--- config.mk ---
export PLATFORM = sky130hd
export DESIGN_NAME = rca_alu
export DESIGN_NICKNAME = d
export VERILOG_FILES = /design/src/rtl/rca_alu_pkg.sv /design/src/rtl/rca_alu_bit.sv /design/src/rtl/rca_alu.sv
export SDC_FILE = /design/constraint.sdc
export NUM_CORES = 1
export LEC_CHECK = 0
export CAP_MARGIN = 25
export CORE_ASPECT_RATIO = 0.6
export CORE_MARGIN = 3
export CORE_UTILIZATION = 25
export DETAILED_ROUTE_END_ITERATION = 12
export PLACE_DENSITY = 0.49
export SLEW_MARGIN = 20
export SYNTH_ARGS = -nofsm -noshare
export SYNTH_HDL_FRONTEND = slang
export SYNTH_HIERARCHICAL = 1
export SYNTH_SLANG_ARGS = --single-unit
--- constraint.sdc ---
create_clock -name clk -period 2.6 [get_ports clk]
set_clock_uncertainty 0.1 [all_clocks]
set_input_delay 0.52 -clock clk [delete_from_list [all_inputs] [get_ports clk]]
set_output_delay 0.52 -clock clk [all_outputs]
set_load 0.1 [all_outputs]
--- src/rtl/rca_alu_pkg.sv ---
// Shared types and control encodings for the ripple-carry ALU.
// The control vector is ordered {InvA, InvB, cIn, ORen, FloodCarry}.
package rca_alu_pkg;

    typedef struct packed {
        logic inv_a;
        logic inv_b;
        logic c_in;
        logic or_en;
        logic flood_carry;
    } ctrl_t;

    localparam ctrl_t CTRL_ADD    = 5'b00000;
    localparam ctrl_t CTRL_ADD1   = 5'b00100;
    localparam ctrl_t CTRL_SUB    = 5'b01100;
    localparam ctrl_t CTRL_RSUB   = 5'b10100;
    localparam ctrl_t CTRL_OR     = 5'b00010;
    localparam ctrl_t CTRL_NOR    = 5'b00011;
    localparam ctrl_t CTRL_XNOR   = 5'b00001;
    localparam ctrl_t CTRL_AND    = 5'b11011;
    localparam ctrl_t CTRL_NAND   = 5'b11010;

    // Carry-derived flags are only meaningful when the ripple chain is live.
    function automatic logic is_arith(input logic or_en, input logic flood_carry);
        return !or_en && !flood_carry;
    endfunction

endpackage

--- src/rtl/rca_alu_bit.sv ---
// One ripple-carry ALU bit cell: operand inversion, half-sum, carry generate and result.
module rca_alu_bit (
    input  logic a,
    input  logic b,
    input  logic InvA,
    input  logic InvB,
    input  logic ORen,
    input  logic FloodCarry,
    input  logic cI,
    output logic r,
    output logic cO
);

    logic a_i;
    logic b_i;
    logic p_i;
    logic g_i;
    logic h_i;
    logic e_i;

    assign a_i = a ^ InvA;
    assign b_i = b ^ InvB;
    assign p_i = a_i ^ b_i;
    assign g_i = a_i & b_i;
    assign h_i = ORen ? (a_i | b_i) : p_i;
    // cO is the raw ripple carry; ORen/FloodCarry only gate what this bit consumes.
    assign cO  = g_i | (p_i & cI);
    assign e_i = FloodCarry ? 1'b1 : (ORen ? 1'b0 : cI);
    assign r   = h_i ^ e_i;

endmodule

--- src/rtl/rca_alu.sv ---
// Parameterised ripple-carry ALU with a one-cycle registered result and flags.
module rca_alu
    import rca_alu_pkg::*;
#(
    parameter int BitWidth = 4
) (
    input  logic                clk,
    input  logic                rst,
    input  logic                InvA,
    input  logic                InvB,
    input  logic                cIn,
    input  logic                ORen,
    input  logic                FloodCarry,
    input  logic [BitWidth-1:0] dINA,
    input  logic [BitWidth-1:0] dINB,
    output logic [BitWidth-1:0] dOUT,
    output logic                cOut,
    output logic                overflow,
    output logic                ifZero
);

    logic [BitWidth:0]   carry;
    logic [BitWidth-1:0] r;
    logic                arith;

    assign carry[0] = cIn;
    assign arith    = is_arith(ORen, FloodCarry);

    for (genvar i = 0; i < BitWidth; i++) begin : g_bit
        rca_alu_bit u_bit (
            .a          (dINA[i]),
            .b          (dINB[i]),
            .InvA       (InvA),
            .InvB       (InvB),
            .ORen       (ORen),
            .FloodCarry (FloodCarry),
            .cI         (carry[i]),
            .r          (r[i]),
            .cO         (carry[i+1])
        );
    end

    always_ff @(posedge clk) begin
        if (rst) begin
            dOUT     <= '0;
            cOut     <= 1'b0;
            overflow <= 1'b0;
            ifZero   <= 1'b1;
        end else begin
            dOUT     <= r;
            cOut     <= arith & carry[BitWidth];
            overflow <= arith & (carry[BitWidth] ^ carry[BitWidth-1]);
            ifZero   <= ~|r;
        end
    end

endmodule

==> results of run 1 <==
## logic make-up (layout without fill, tap and decap cells)
| logic type | Yosys count | in the layout |
|---|---|---|
| AOI/OAI and AO/OA | 9 | 9 |
| DFF | 7 | 7 |
| and+or+nand+nor | 18 | 18 |
| adders and majority gates | 8 | 8 |
| buffers and inverters | 9 | 45 |
| xor gates and xnor gates | 13 | 13 |
## report_power, final
group	total, mW	internal [mW]	switching, mW
Combinational	0.318	0.139	0.180
Clock	0.144	0.105	0.0390
Sequential	0.122	0.120	0.00271
Total	0.585	0.363	0.221
## worst max-delay path, delay by kind of cell
family,cells,cell delay [ns]
fa+ha+maj,1,0.23
xor+xnor,1,0.19
buf+inv,1,0.25
compound gates,5,1.04
simple gates,1,0.21
## layout make-up
cell class,count,area (um2)
clock buffers,4,45.0
fillers,218,1200
inverters,9,33.8
multi-input cells,48,510
flip-flops and latches,7,140
well taps,30,37.5
repair buffers,32,264
## synthesized netlist by cell type (all sizes together)
library cell  count  area share, %
nor4              5            6.2
xor2              8             12
nor2b             8            8.3
xnor2             5            7.3
inv               9            5.6
o41ai             1            2.7
nor4b             1            2.5
dfxtp             7             23
or2               4            4.2
a21o              4            5.8
a221oi            4            5.8
ha                8             17
## how the worst max path moves through the flow
stage / from / endpoint / cells past startpoint
after floorplan: InvB / ifZero / 9
final: dINA[0] / ifZero / 9
after CTS: dINB[0] / ifZero / 10
after detailed placement: InvB / ifZero / 10
after global placement: InvB / ifZero / 10
after global routing: dINA[0] / dOUT[3] / 9
## routing by layer
layer  vias to the layer above  track usage (%)
li1                        288                -
met3                         0             2.55
met5                         -                0
met4                         0             3.50
met1                       218             13.7
met2                        18             13.8
## repair_timing
action | in CTS | in global routing
endpoints found under the hold margin | 0 | 0
pin swaps | 9 | 8
endpoints found under the setup margin | 5 | 4
resized for setup | 12 | 14
buffers inserted | 1 | 0
## sequential cells by signal, summed over array words and instances, names as in the netlist
| name | flops |
|---|---|
| overflow | 1 |
| dOUT | 4 |
| cOut | 1 |
| ifZero | 1 |
## metrics by stage
step,utilization [%],total power [mW],cells
after floorplan,-,0.312,64
after global placement,40.7,0.413,125
after detailed placement,40.7,0.414,125
after CTS,45.8,0.588,130
after global routing,46.3,0.622,130
final,46.3,0.585,130
==> results_tabular.tex, run 1 <==
\begin{tabular}{lr}
\hline
Metric & Value \\
\hline
\multicolumn{2}{l}{\textbf{STA}} \\
\quad Final-report hold violation count & 0 \\
\quad Min Tclk post-route & 2.47 ns \\
\quad Setup repair after global routing missed its margin & false \\
\quad Number of max-slew violations in the final report & 0 \\
\quad Transition time at the pin with the least slew margin & 0.563 ns \\
\quad Worst Hold Slack & 0.930 ns \\
\quad Final period utilization & 94.8\% \\
\quad Final WS setup & 0.135 ns \\
\quad Maximum clock rate & 0.406 GHz \\
\quad Total setup violations reported at the end of the flow & 0 \\
\quad Setup TNS after final layout & 0 ns \\
\quad Rel. slew slack & 62.3\% \\
\multicolumn{2}{l}{\textbf{Logic synthesis}} \\
\quad Post-synthesis compound-gate area fraction & 14.3\% \\
\quad YS warnings & 6 \\
\quad Mean cell area of the mapped netlist & 9.40 um2 \\
\quad Post-synthesis simple-gate area fraction & 21.2\% \\
\quad Sequential element share of the synthesized area & 23.3\% \\
\quad Adder-cell share of the synthesized area & 16.6\% \\
\quad Net Count, Synth & 87 \\
\quad Multiplexer area fraction after synthesis & 0\% \\
\quad Dominant combinational cell family by area after synthesis & simple AND/OR/NAND/NOR gates \\
\quad Synthesized instance count & 64 \\
\quad Post-Synthesis Cell Area & 602 um2 \\
\quad Number of distinct library cell variants in the gate-level netlist after synthesis & 13 \\
\quad Share of the synthesized netlist area taken by xor and xnor gates & 18.9\% \\
\quad Number of flip-flops and latches in the synthesized netlist & 7 \\
\multicolumn{2}{l}{\textbf{Routing}} \\
\quad Number of design rule violations left after detail routing & 0 \\
\quad Average routed wire per standard cell & 9.65 um \\
\quad Met1 Routed Length & 686 um \\
\quad Antenna violation net count after detailed routing & 0 \\
\quad Amount of wire on met3 after detailed routing & 85 um \\
\quad Final Routed Wirelength & 1.25 mm \\
\quad Count of vias placed by the detailed router & 524 \\
\quad Per-cell via count in the routed design & 4.03 \\
\quad Highest metal layer with signal wires & met3 \\
\quad Length of the first detailed-routing pass in iterations & 4 \\
\quad Wire length on met2 & 483 um \\
\quad Starting DRT DRC Count & 17 \\
\multicolumn{2}{l}{\textbf{Cells and area}} \\
\quad Number of diodes & 0 \\
\quad Commonest cells after routing, fill and taps aside & sky130\_fd\_sc\_hd\_\_buf\_4, sky130\_fd\_sc\_hd\_\_nor2b\_1, sky130\_fd\_sc\_hd\_\_clkdlybuf4s50\_1 \\
\quad Synthesis-to-finish area growth & 71.3\% \\
\quad Proportion of layout cells with a drive suffix above 1 & 43.0\% \\
\quad Design Area, Final & 1030 um2 \\
\quad Total Nets Final & 124 \\
\quad Most frequent standard cell in the layout excluding fill and tap cells & sky130\_fd\_sc\_hd\_\_buf\_4 \\
\multicolumn{2}{l}{\textbf{Place}} \\
\quad Area after DPL & 907 um2 \\
\quad Setup slack at placement & -0.554 ns \\
\quad Number of I/O port buffers & 21 \\
\quad DP HPWL & 1.05 mm \\
\quad GP Congestion & 0.668 \\
\multicolumn{2}{l}{\textbf{Worst setup path}} \\
\quad Arr. time, crit path & 2.46 ns \\
\quad Sort of element at the end of the critical path & register \\
\quad Maximum cell stage delay along the critical path & 0.30 ns \\
\quad CP max FO & 4 \\
\quad Kind of critical path & input pin to register \\
\quad Critical path data required time & 2.59 ns \\
\quad Slowest library cell on the worst path & sky130\_fd\_sc\_hd\_\_a221oi\_2 \\
\quad Critical Path Source Type & input pin \\
\quad Most repeated library cell on the critical path & sky130\_fd\_sc\_hd\_\_a21o\_2 \\
\quad Ordered list of cells on the worst path & dlygate4sd2\_1 -> xnor2\_2 -> ha\_4 -> a21o\_2 -> a21o\_2 -> a21o\_4 -> or2\_1 -> a221oi\_2 -> o41ai\_2 \\
\multicolumn{2}{l}{\textbf{Clock network}} \\
\quad TritonCTS clock tree & built \\
\quad Max H-tree Level & 1 \\
\quad CTS root buf & sky130\_fd\_sc\_hd\_\_clkbuf\_8 \\
\quad CTS Buffer Depth & 2 \\
\quad Hold buffer count at CTS & 0 \\
\quad Clock net sink count & 7 \\
\quad Number of buffers created by CTS & 3 \\
\quad Clock slew at reported path FFs & 0.04 ns \\
\multicolumn{2}{l}{\textbf{Global routing}} \\
\quad Number of global-route vias before repair & 521 \\
\quad Initial antenna violation count & 0 \\
\quad Maximum number of pins on one net before global-route repair & 15 \\
\quad Overflow left after global routing & 0 \\
\quad Global-route wire length before repair & 2.34 mm \\
\quad Total global routing track utilization & 9.61\% \\
\multicolumn{2}{l}{\textbf{Worst hold path}} \\
\quad Min-delay worst type & input pin to register \\
\quad Endpoint of the worst hold path & dOUT[0] \\
\quad Worst Hold Depth & 2 \\
\quad Startpoint of the worst hold path & rst \\
\multicolumn{2}{l}{\textbf{Power}} \\
\quad Static Leak & 0.483 nW \\
\quad Total power divided by cell area & 567 nW/um2 \\
\quad VDD IR-drop max & 0.142 mV \\
\multicolumn{2}{l}{\textbf{Status}} \\
\quad Outcome & complete, no violations \\
\multicolumn{2}{l}{\textbf{Floorplan}} \\
\quad Width of the die & 69.3 um \\
\quad Starting utilization of the core area & 27.0\% \\
\quad Floorplan die area & 3050 um2 \\
\quad Ports placed on the boundary & 22 \\
\quad Core box area & 2230 um2 \\
\quad Die Span Y & 44.0 um \\
\quad Std-Cell Rows & 13 \\
\multicolumn{2}{l}{\textbf{Run}} \\
\quad Count of maximum capacitance violations & 0 \\
\hline
\end{tabular}
Note: power is estimated with default switching activity, not from simulation.
==> run 2: changes to the inputs <==
Settings changed: DONT_BUFFER_PORTS from default to 1, PLACE_DENSITY 0.49 to 0.37, SLEW_MARGIN 20 to default.
Clock period 2.6 ns to 2 ns, I/O delays scaled along.
==> run 2 against run 1 <==
Compared with the run above:
- clock power increased by 36%
- sequential share of layout area increased by 2.1 points
- non-clock buffer count decreased by 18
- critical path type unchanged
- total power increased by 24%
- flip-flop and latch count unchanged
- largest power group unchanged
- setup slack got worse by 0.19 ns
- final cell count decreased by 14%
- combinational power increased by 17%
- core utilization decreased by 6.3 points
- first-iteration DRC count decreased by 76%
- the flow now finishes with violations (negative setup slack)
- largest cell class unchanged
- final area decreased by 14%
==> results_tabular.tex, run 2 (same netlist as run 1, synthesis figures left out) <==
\begin{tabular}{lr}
\hline
Metric & Value \\
\hline
\multicolumn{2}{l}{\textbf{Power}} \\
\quad Total power divided by cell area & 815 nW/um2 \\
\quad Static Leak & 0.393 nW \\
\quad Pwr Total & 0.726 mW \\
\quad VDD IR-drop max & 0.503 mV \\
\multicolumn{2}{l}{\textbf{Cells and area}} \\
\quad Max FFs per register & 4 \\
\quad Final Instance Count excl. Fillers & 112 \\
\quad Design Area, Final & 891 um2 \\
\quad Final core utilization & 40.0\% \\
\quad Most frequent standard cell in the layout excluding fill and tap cells & sky130\_fd\_sc\_hd\_\_buf\_4 \\
\quad Proportion of layout cells with a drive suffix above 1 & 39.0\% \\
\quad Synthesis-to-finish area growth & 48.0\% \\
\quad Commonest cells after routing, fill and taps aside & sky130\_fd\_sc\_hd\_\_buf\_4, sky130\_fd\_sc\_hd\_\_nor2b\_1, sky130\_fd\_sc\_hd\_\_inv\_1 \\
\quad Biggest register & dOUT \\
\quad Total Nets Final & 106 \\
\quad Number of diodes & 0 \\
\multicolumn{2}{l}{\textbf{STA}} \\
\quad Min Tclk post-route & 2.05 ns \\
\quad Maximum clock rate & 0.487 GHz \\
\quad Setup TNS after final layout & -0.101 ns \\
\quad Final-report hold violation count & 0 \\
\quad Total setup violations reported at the end of the flow & 2 \\
\quad Worst Hold Slack & 0.141 ns \\
\quad Rel. slew slack & 69.3\% \\
\quad Setup repair after global routing missed its margin & true \\
\quad Final period utilization & 103\% \\
\quad Transition time at the pin with the least slew margin & 0.460 ns \\
\quad Final WS setup & -0.0548 ns \\
\quad Number of max-slew violations in the final report & 0 \\
\multicolumn{2}{l}{\textbf{Routing}} \\
\quad Final Routed Wirelength & 1.22 mm \\
\quad Per-cell via count in the routed design & 4.37 \\
\quad Count of vias placed by the detailed router & 489 \\
\quad Length of the first detailed-routing pass in iterations & 2 \\
\quad Number of design rule violations left after detail routing & 0 \\
\quad Antenna violation net count after detailed routing & 0 \\
\quad Average routed wire per standard cell & 10.8 um \\
\quad Starting DRT DRC Count & 4 \\
\multicolumn{2}{l}{\textbf{Place}} \\
\quad DP HPWL & 1.03 mm \\
\quad Setup slack at placement & -0.339 ns \\
\quad Placed cells & 108 \\
\quad GP Congestion & 0.640 \\
\quad Area after DPL & 797 um2 \\
\quad Number of I/O port buffers & 0 \\
\multicolumn{2}{l}{\textbf{Worst setup path}} \\
\quad Sort of element at the end of the critical path & register \\
\quad Maximum cell stage delay along the critical path & 0.28 ns \\
\quad CP max FO & 4 \\
\quad Slowest library cell on the worst path & sky130\_fd\_sc\_hd\_\_a221oi\_4 \\
\quad Arr. time, crit path & 2.12 ns \\
\quad Most repeated library cell on the critical path & sky130\_fd\_sc\_hd\_\_a21o\_4 \\
\quad Ordered list of cells on the worst path & xor2\_4 -> inv\_2 -> ha\_4 -> a21o\_4 -> a21o\_4 -> a21o\_4 -> or2\_4 -> a221oi\_4 -> nor2b\_1 \\
\quad Bufs and invs on worst path & 1 \\
\quad Critical Path Source Type & input pin \\
\quad Kind of critical path & input pin to register \\
\quad Critical path data required time & 2.06 ns \\
\quad Family of cells with the greatest summed delay on the critical path & compound AO/OA/AOI/OAI gates \\
\multicolumn{2}{l}{\textbf{Clock network}} \\
\quad Number of buffers inserted by post-CTS setup repair & 0 \\
\quad Clock net sink count & 7 \\
\quad Max H-tree Level & 1 \\
\quad CTS Buffer Depth & 2 \\
\quad CTS root buf & sky130\_fd\_sc\_hd\_\_clkbuf\_8 \\
\quad Clock slew at reported path FFs & 0.04 ns \\
\quad Number of buffers created by CTS & 3 \\
\quad TritonCTS clock tree & built \\
\quad Hold buffer count at CTS & 0 \\
\multicolumn{2}{l}{\textbf{Global routing}} \\
\quad Total global routing track utilization & 8.91\% \\
\quad Number of global-route vias before repair & 468 \\
\quad Initial antenna violation count & 0 \\
\quad Global-route wire length before repair & 2.05 mm \\
\quad Overflow left after global routing & 0 \\
\quad Maximum number of pins on one net before global-route repair & 15 \\
\multicolumn{2}{l}{\textbf{Floorplan}} \\
\quad Starting utilization of the core area & 27.0\% \\
\quad Die Span Y & 44.0 um \\
\quad Std-Cell Rows & 13 \\
\quad Floorplan die area & 3050 um2 \\
\quad Width of the die & 69.3 um \\
\quad Ports placed on the boundary & 22 \\
\quad Core box area & 2230 um2 \\
\multicolumn{2}{l}{\textbf{Status}} \\
\quad Outcome & complete, but fails checks \\
\quad Failing checks & negative setup slack \\
\multicolumn{2}{l}{\textbf{Worst hold path}} \\
\quad Min-delay worst type & input pin to register \\
\multicolumn{2}{l}{\textbf{Run}} \\
\quad Count of maximum capacitance violations & 0 \\
\hline
\end{tabular}
-- run 2: metal layers --
| metal | wire, um | global-route usage, % | vias up |
|---|---|---|---|
| met2 | 508 | 13.3 | 13 |
| met3 | 91 | 6.48 | 2 |
| li1 | - | - | 253 |
| met1 | 606 | 10.7 | 221 |
| met5 | 0 | 0 | - |
| met4 | 8 | 1.17 | 0 |
-- run 2: path summary, 6_finish.rpt --
path	slack, ns	start	cells after the start	end
min	0.14	rst	1	dOUT[0]
max	-0.05	dINB[0]	9	dOUT[3]
-- run 2: layout make-up --
cell class | count | area, um2
Fill cell | 233 | 1340
Sequential cell | 7 | 140
Clock buffer | 4 | 45.0
Timing Repair Buffer | 14 | 105
Multi-Input combinational cell | 48 | 529
Tap cell | 30 | 37.5
Inverter | 9 | 33.8
-- run 2: what timing repair did --
action	CTS	global route
pin swaps	0	2
setup endpoints to repair	2	4
gates cloned	0	0
gates resized for setup	0	8
-- run 2: power breakdown --
group,internal [mW],leakage [nW],switching [mW]
Combinational,0.162,0.312,0.209
Sequential,0.155,0.0581,0.00346
Clock,0.138,0.0228,0.0587
